## src/rtl/cpu_pkg.sv

```systemverilog
// Shared definitions for the bus processor sequencer: opcodes, step encoding
// and the MSB-first register select ordering used on the bus enables.
package cpu_pkg;

    localparam logic [2:0] OP_MV  = 3'b000;
    localparam logic [2:0] OP_MVI = 3'b001;
    localparam logic [2:0] OP_ADD = 3'b010;
    localparam logic [2:0] OP_SUB = 3'b011;

    typedef enum logic [1:0] {
        T0 = 2'd0,
        T1 = 2'd1,
        T2 = 2'd2,
        T3 = 2'd3
    } step_e;

    // R0 sits in the MSB of every 8-bit register select vector.
    localparam logic [7:0] BUS_SEL_R0 = 8'b1000_0000;

    function automatic logic [7:0] onehot(input logic [2:0] idx);
        return BUS_SEL_R0 >> idx;
    endfunction

endpackage

```

## src/rtl/dec3to8.sv

```systemverilog
// 3-to-8 decoder with enable; output is MSB-first one-hot (index 0 -> bit 7).
module dec3to8
    import cpu_pkg::*;
(
    input  logic [2:0] idx,
    input  logic       en,
    output logic [7:0] onehot_o
);

    assign onehot_o = en ? onehot(idx) : 8'b0;

endmodule

```

## src/rtl/control_unit.sv

```systemverilog
// Instruction sequencer: latches an instruction in T0, then steps T1..T3 and
// decodes bus-source, register-load and ALU controls from the registered step and IR.
module control_unit
    import cpu_pkg::*;
#(
    parameter int DATA_W = 16
) (
    input  logic              Clock,
    input  logic              Reset,
    input  logic              Run,
    input  logic [DATA_W-1:0] DIN,
    output logic [7:0]        Rout,
    output logic [7:0]        Rin,
    output logic              Gout,
    output logic              DINout,
    output logic              Ain,
    output logic              Gin,
    output logic              AddSub,
    output logic              Done
);

    step_e             step_q, step_d;
    logic [DATA_W-1:0] ir_q, ir_d;

    logic [2:0] opcode;
    logic [2:0] x_idx;
    logic [2:0] y_idx;
    logic [2:0] rout_idx;
    logic       rout_en;
    logic       rin_en;
    logic       ir_reserved_unused;

    assign opcode = ir_q[8:6];
    assign x_idx  = ir_q[5:3];
    assign y_idx  = ir_q[2:0];

    // The upper IR bits are reserved and never decoded.
    assign ir_reserved_unused = ^ir_q[DATA_W-1:9];

    always_comb begin
        step_d = step_q;
        ir_d   = ir_q;
        unique case (step_q)
            T0: begin
                if (Run) begin
                    ir_d   = DIN;
                    step_d = T1;
                end
            end
            T1:      step_d = (opcode == OP_ADD || opcode == OP_SUB) ? T2 : T0;
            T2:      step_d = T3;
            default: step_d = T0;
        endcase
    end

    always_ff @(posedge Clock) begin
        // NOTE: state flops use non-blocking assignments so every flop samples
        // pre-edge values regardless of block evaluation order.
        if (Reset) begin
            step_q <= T0;
            ir_q   <= '0;
        end else begin
            step_q <= step_d;
            ir_q   <= ir_d;
        end
    end

    always_comb begin
        // NOTE: every signal gets a default first, so no path through the case
        // leaves one unassigned and infers a latch.
        rout_en  = 1'b0;
        rout_idx = x_idx;
        rin_en   = 1'b0;
        Gout     = 1'b0;
        DINout   = 1'b0;
        Ain      = 1'b0;
        Gin      = 1'b0;
        AddSub   = 1'b0;
        Done     = 1'b0;
        unique case (step_q)
            T0: ;
            T1: begin
                case (opcode)
                    OP_MV: begin
                        rout_en  = 1'b1;
                        rout_idx = y_idx;
                        rin_en   = 1'b1;
                        Done     = 1'b1;
                    end
                    OP_MVI: begin
                        DINout = 1'b1;
                        rin_en = 1'b1;
                        Done   = 1'b1;
                    end
                    OP_ADD, OP_SUB: begin
                        rout_en = 1'b1;
                        Ain     = 1'b1;
                    end
                    default: Done = 1'b1;
                endcase
            end
            T2: begin
                rout_en  = 1'b1;
                rout_idx = y_idx;
                Gin      = 1'b1;
                AddSub   = (opcode == OP_SUB);
            end
            default: begin
                Gout   = 1'b1;
                rin_en = 1'b1;
                Done   = 1'b1;
            end
        endcase
    end

    // Rin always targets X; Rout selects X or Y as chosen by the decode above.
    dec3to8 u_rin_dec (
        .idx      (x_idx),
        .en       (rin_en),
        .onehot_o (Rin)
    );

    dec3to8 u_rout_dec (
        .idx      (rout_idx),
        .en       (rout_en),
        .onehot_o (Rout)
    );

endmodule

```

## config.mk

```make
export PLATFORM = sky130hd
export DESIGN_NAME = control_unit
export DESIGN_NICKNAME = d
export VERILOG_FILES = /design/src/rtl/cpu_pkg.sv /design/src/rtl/dec3to8.sv /design/src/rtl/control_unit.sv
export SDC_FILE = /design/constraint.sdc
export NUM_CORES = 1
export LEC_CHECK = 0
export CORE_ASPECT_RATIO = 0.9
export CORE_MARGIN = 2
export CORE_UTILIZATION = 45
export DETAILED_ROUTE_END_ITERATION = 7
export DONT_BUFFER_PORTS = 1
export PLACE_DENSITY = 0.69
export SLEW_MARGIN = 20
export SYNTH_ARGS = -nofsm -noshare
export SYNTH_HDL_FRONTEND = slang
export SYNTH_HIERARCHICAL = 1
export SYNTH_SLANG_ARGS = --single-unit
```

## constraint.sdc

```tcl
create_clock -name Clock -period 5.2 [get_ports Clock]
set_clock_uncertainty 0.15 [all_clocks]
set_input_delay 0 -clock Clock [delete_from_list [all_inputs] [get_ports Clock]]
set_output_delay 0 -clock Clock [all_outputs]
set_load 0.01 [all_outputs]
```

==> summary.md <==
| Metric | Value |
|---|---|
| Mapped Area | `803.3 um^2` |
| Synth warnings | `6` |
| Worst R2R Path Depth | `6` |
| PostCTS Resize Cnt | `0` |
| F_max | `0.3836 GHz` |
| Worst Max-Slew Pin Slew | `0.6328 ns` |
| Largest cells by area after synthesis | `dfxtp_1, and4bb_2, and4b_2` |
| Remaining Overflow, GRT | `0` |
| Top Ports | `41` |
| H-tree depth | `1` |
| Placed cells | `114` |
| CP Class | `register to register` |
| Area delta synth->final | `26.48%` |
| Die area | `2139 um^2` |
| Compound-cell area share of the yosys netlist | `0.1713` |
| Share of layout cells above drive strength 1 | `0.1892` |
| Clock network fraction of design power | `0.270` |
| Top_reg_cell synth | `dfxtp_1` |
| Initial antenna violation count | `0` |
| Synth area leader | `dfxtp_1` |
| GRT Overall Usage | `0.1939` |
| CTS tree | `built` |
| Asr flop ratio synth | `0` |
| Final wirelength | `2022 um` |
| HP Class | `input port to register` |
| Post-synth top area share | `0.2741` |
| Leakage | `0.3931 nW` |
| Sequential-to-total area share from yosys stat | `0.2741` |
| Detailed Routing Iterations Pass 1 | `4` |
| Multiplexer area fraction after synthesis | `0` |
| Starting Density | `0.4777` |
| Post-Synth Adder-Cell Area | `0.07788` |
| Cell Pwr Density | `205.8 nW/um^2` |
| Initial drt markers | `9` |
| Register share of total power | `0.470` |
| Root Driver | `clkbuf_4` |
| Critical Path Fanout Max | `14` |
| Antenna Violating Nets Remaining | `0` |
| Buffers on Ports | `0` |
| Synth cell count leaders | `nand2_1, a21oi_1, dfxtp_1, nand3_1` |
| Switch Pwr | `63.48 uW` |
| Simple-gate area share of the yosys netlist | `0.4502` |
| Crit path capture | `ir_q[0]` |
| Max cap viols | `0` |
| HPWL after detailed placement | `1286 um` |
| Xor and xnor fraction of the mapped netlist area | `0` |
| Sw frac | `0.3035` |
| RSZ-0062 raised after global routing | `no` |
| Clk slew on worst S/H paths | `0.07 ns` |
| Cells after Synth | `93` |
| Clock Tree Buf Depth | `2` |
| Worst-Skew Late Latency | `0.26 ns` |
| CTS Buf Count | `3` |
| DIE HEIGHT | `44.08 um` |
| Status | `finished clean` |
| Number of synthesized flops with an enable pin | `0` |
| TritonCTS sink count | `11` |
| Startpoint Class | `register` |
| Worst path required time | `5.26 ns` |
| Setup ws final | `2.593 ns` |
| Postcts setup bufs | `0` |
| Slew HR | `0.5745` |
| Largest net degree at the start of global routing | `15` |
| First-pass GRT wire length | `3132 um` |
| Max-slew violations | `0` |
| P_int | `145.7 uW` |
| R2R Path End | `ir_q[0]` |
| Unique masters post-synth | `23` |
| CP Capture Type | `register` |
| Most frequent cell after synthesis | `nand2_1` |
| Area of the multi-input gates | `561.8 um^2` |
| #FFs+latches synth | `11` |
| Logic pwr share | `0.260` |
| Synth Net Count | `117` |
| Worst Setup SP | `step_q[0]` |
| Dpl cell area | `819.5 um^2` |
| Diodes inserted | `0` |
| Die X | `48.54 um` |
| Fin nets | `136` |
| Routed vias | `783` |
| Worst r2r src | `step_q[0]` |
| Fill cells | `169` |
| Final setup fails | `0` |
| Worst VDD drop | `135.2 uV` |
| Gpl congestion | `0.7523` |
| Fin area | `1016 um^2` |
| Worst Path Arrival | `2.66 ns` |
| Min cycle time layout | `2.607 ns` |
| Largest family of logic cells by synthesized area | `simple AND/OR/NAND/NOR gates` |
| Row count | `14` |
| R2r setup slk | `2.59 ns` |
| Place WS | `3.143 ns` |
| Wirelength per Cell | `14.98 um` |
| Core Footprint | `1682 um^2` |
| Setup TNS | `0 ns` |
| Finished Layout Cells | `135` |
| Vias in the first global route | `710` |
| Final period util | `0.5013` |
| Reg area | `220.2 um^2` |
| Final Hold Vio Count | `0` |
| Residual DRC count | `0` |
| Average size of a mapped cell | `8.637 um^2` |
| DR vias/cell | `5.800` |
area by class of cell:
class | instances | area share
multi-input cells | 77 | 0.5530
flip-flops and latches | 11 | 0.2167
repair buffers | 17 | 0.1675
well taps | 24 | 0.02956
clock buffers | 4 | 0.02586
inverters | 2 | 0.007389
flip-flops by register name, summed over array words and instances, names as in the netlist:
name / cells
ir_q: 9
step_q: 2
routing by layer:
layer	wire length (um)	up-vias	global-route usage
li1	-	393	-
met1	890	368	0.2199
met2	1028	20	0.3583
met3	90	2	0.03378
met4	12	0	0.1029
met5	0	-	0
critical path, stage by stage, from the launching register on:
cell and delay, ns:
dfxtp_1 0.37, inv_1 0.11, ha_1 0.49, nand3_1 0.15, dlygate4sd3_1 0.59, a21oi_1 0.12, dlygate4sd3_1 0.56
logic make-up (layout without fill, tap and decap cells):
family / Yosys count / count (layout)
and+or+nand+nor: 51 / 51
adders and majority gates: 5 / 5
buffers and inverters: 5 / 23
DFF: 11 / 11
AOI/OAI and AO/OA: 21 / 21
metrics by stage:
step	utilization	total power, mW	hold WS [ns]
floorplan	-	0.1342	-0.07786
global placement	0.4874	0.1382	-0.07960
detailed placement	0.4874	0.1405	-0.07779
CTS	0.6042	0.2104	0.2670
global route	0.6042	0.2224	0.2907
finish	0.6042	0.2091	0.2879
how the worst min path moves through the flow:
stage	start	endpoint	slack (ns)	depth (start not counted)
2_1_floorplan	Reset	step_q[1]	-0.08	1
6_report	DIN[5]	ir_q[5]	0.29	3
3_3_place_gp	Reset	ir_q[2]	-0.08	1
5_1_grt	DIN[1]	ir_q[1]	0.29	3
4_1_cts	DIN[4]	ir_q[4]	0.27	3
3_5_place_dp	Reset	ir_q[3]	-0.08	1
layout by cell type (no fill, tap or decap):
| master | instances |
|---|---|
| a21o_1 | 2 |
| a21oi_1 | 11 |
| a311oi_1 | 1 |
| a31oi_1 | 1 |
| a32o_1 | 3 |
| and2_2 | 1 |
| and4_2 | 2 |
| and4b_2 | 6 |
| and4bb_2 | 6 |
| clkbuf_1 | 1 |
| clkbuf_4 | 3 |
| dfxtp_1 | 11 |
| dlygate4sd3_1 | 17 |
| ha_1 | 5 |
| inv_1 | 2 |
| nand2_1 | 15 |
| nand2b_1 | 3 |
| nand3_1 | 9 |
| nor2_1 | 4 |
| nor2b_1 | 2 |
| nor2b_4 | 1 |
| nor4b_2 | 2 |
| o211ai_1 | 1 |
| o31ai_1 | 2 |
power by group through the flow:
stage          Clock [mW]  Combinational [mW]  Sequential [mW]
3_5_place_dp            0              0.0406           0.0999
4_1_cts            0.0592              0.0533           0.0979
2_1_floorplan           0              0.0369           0.0973
3_3_place_gp            0              0.0389           0.0993
6_report           0.0565              0.0543           0.0983
5_1_grt            0.0633              0.0596           0.0994
timing repair:
item                                    in CTS  in global routing
endpoints found under the hold margin       11                  0
endpoints found under the setup margin       0                  0
hold buffers                                17                  0
Note: power is estimated with default switching activity, not from simulation.
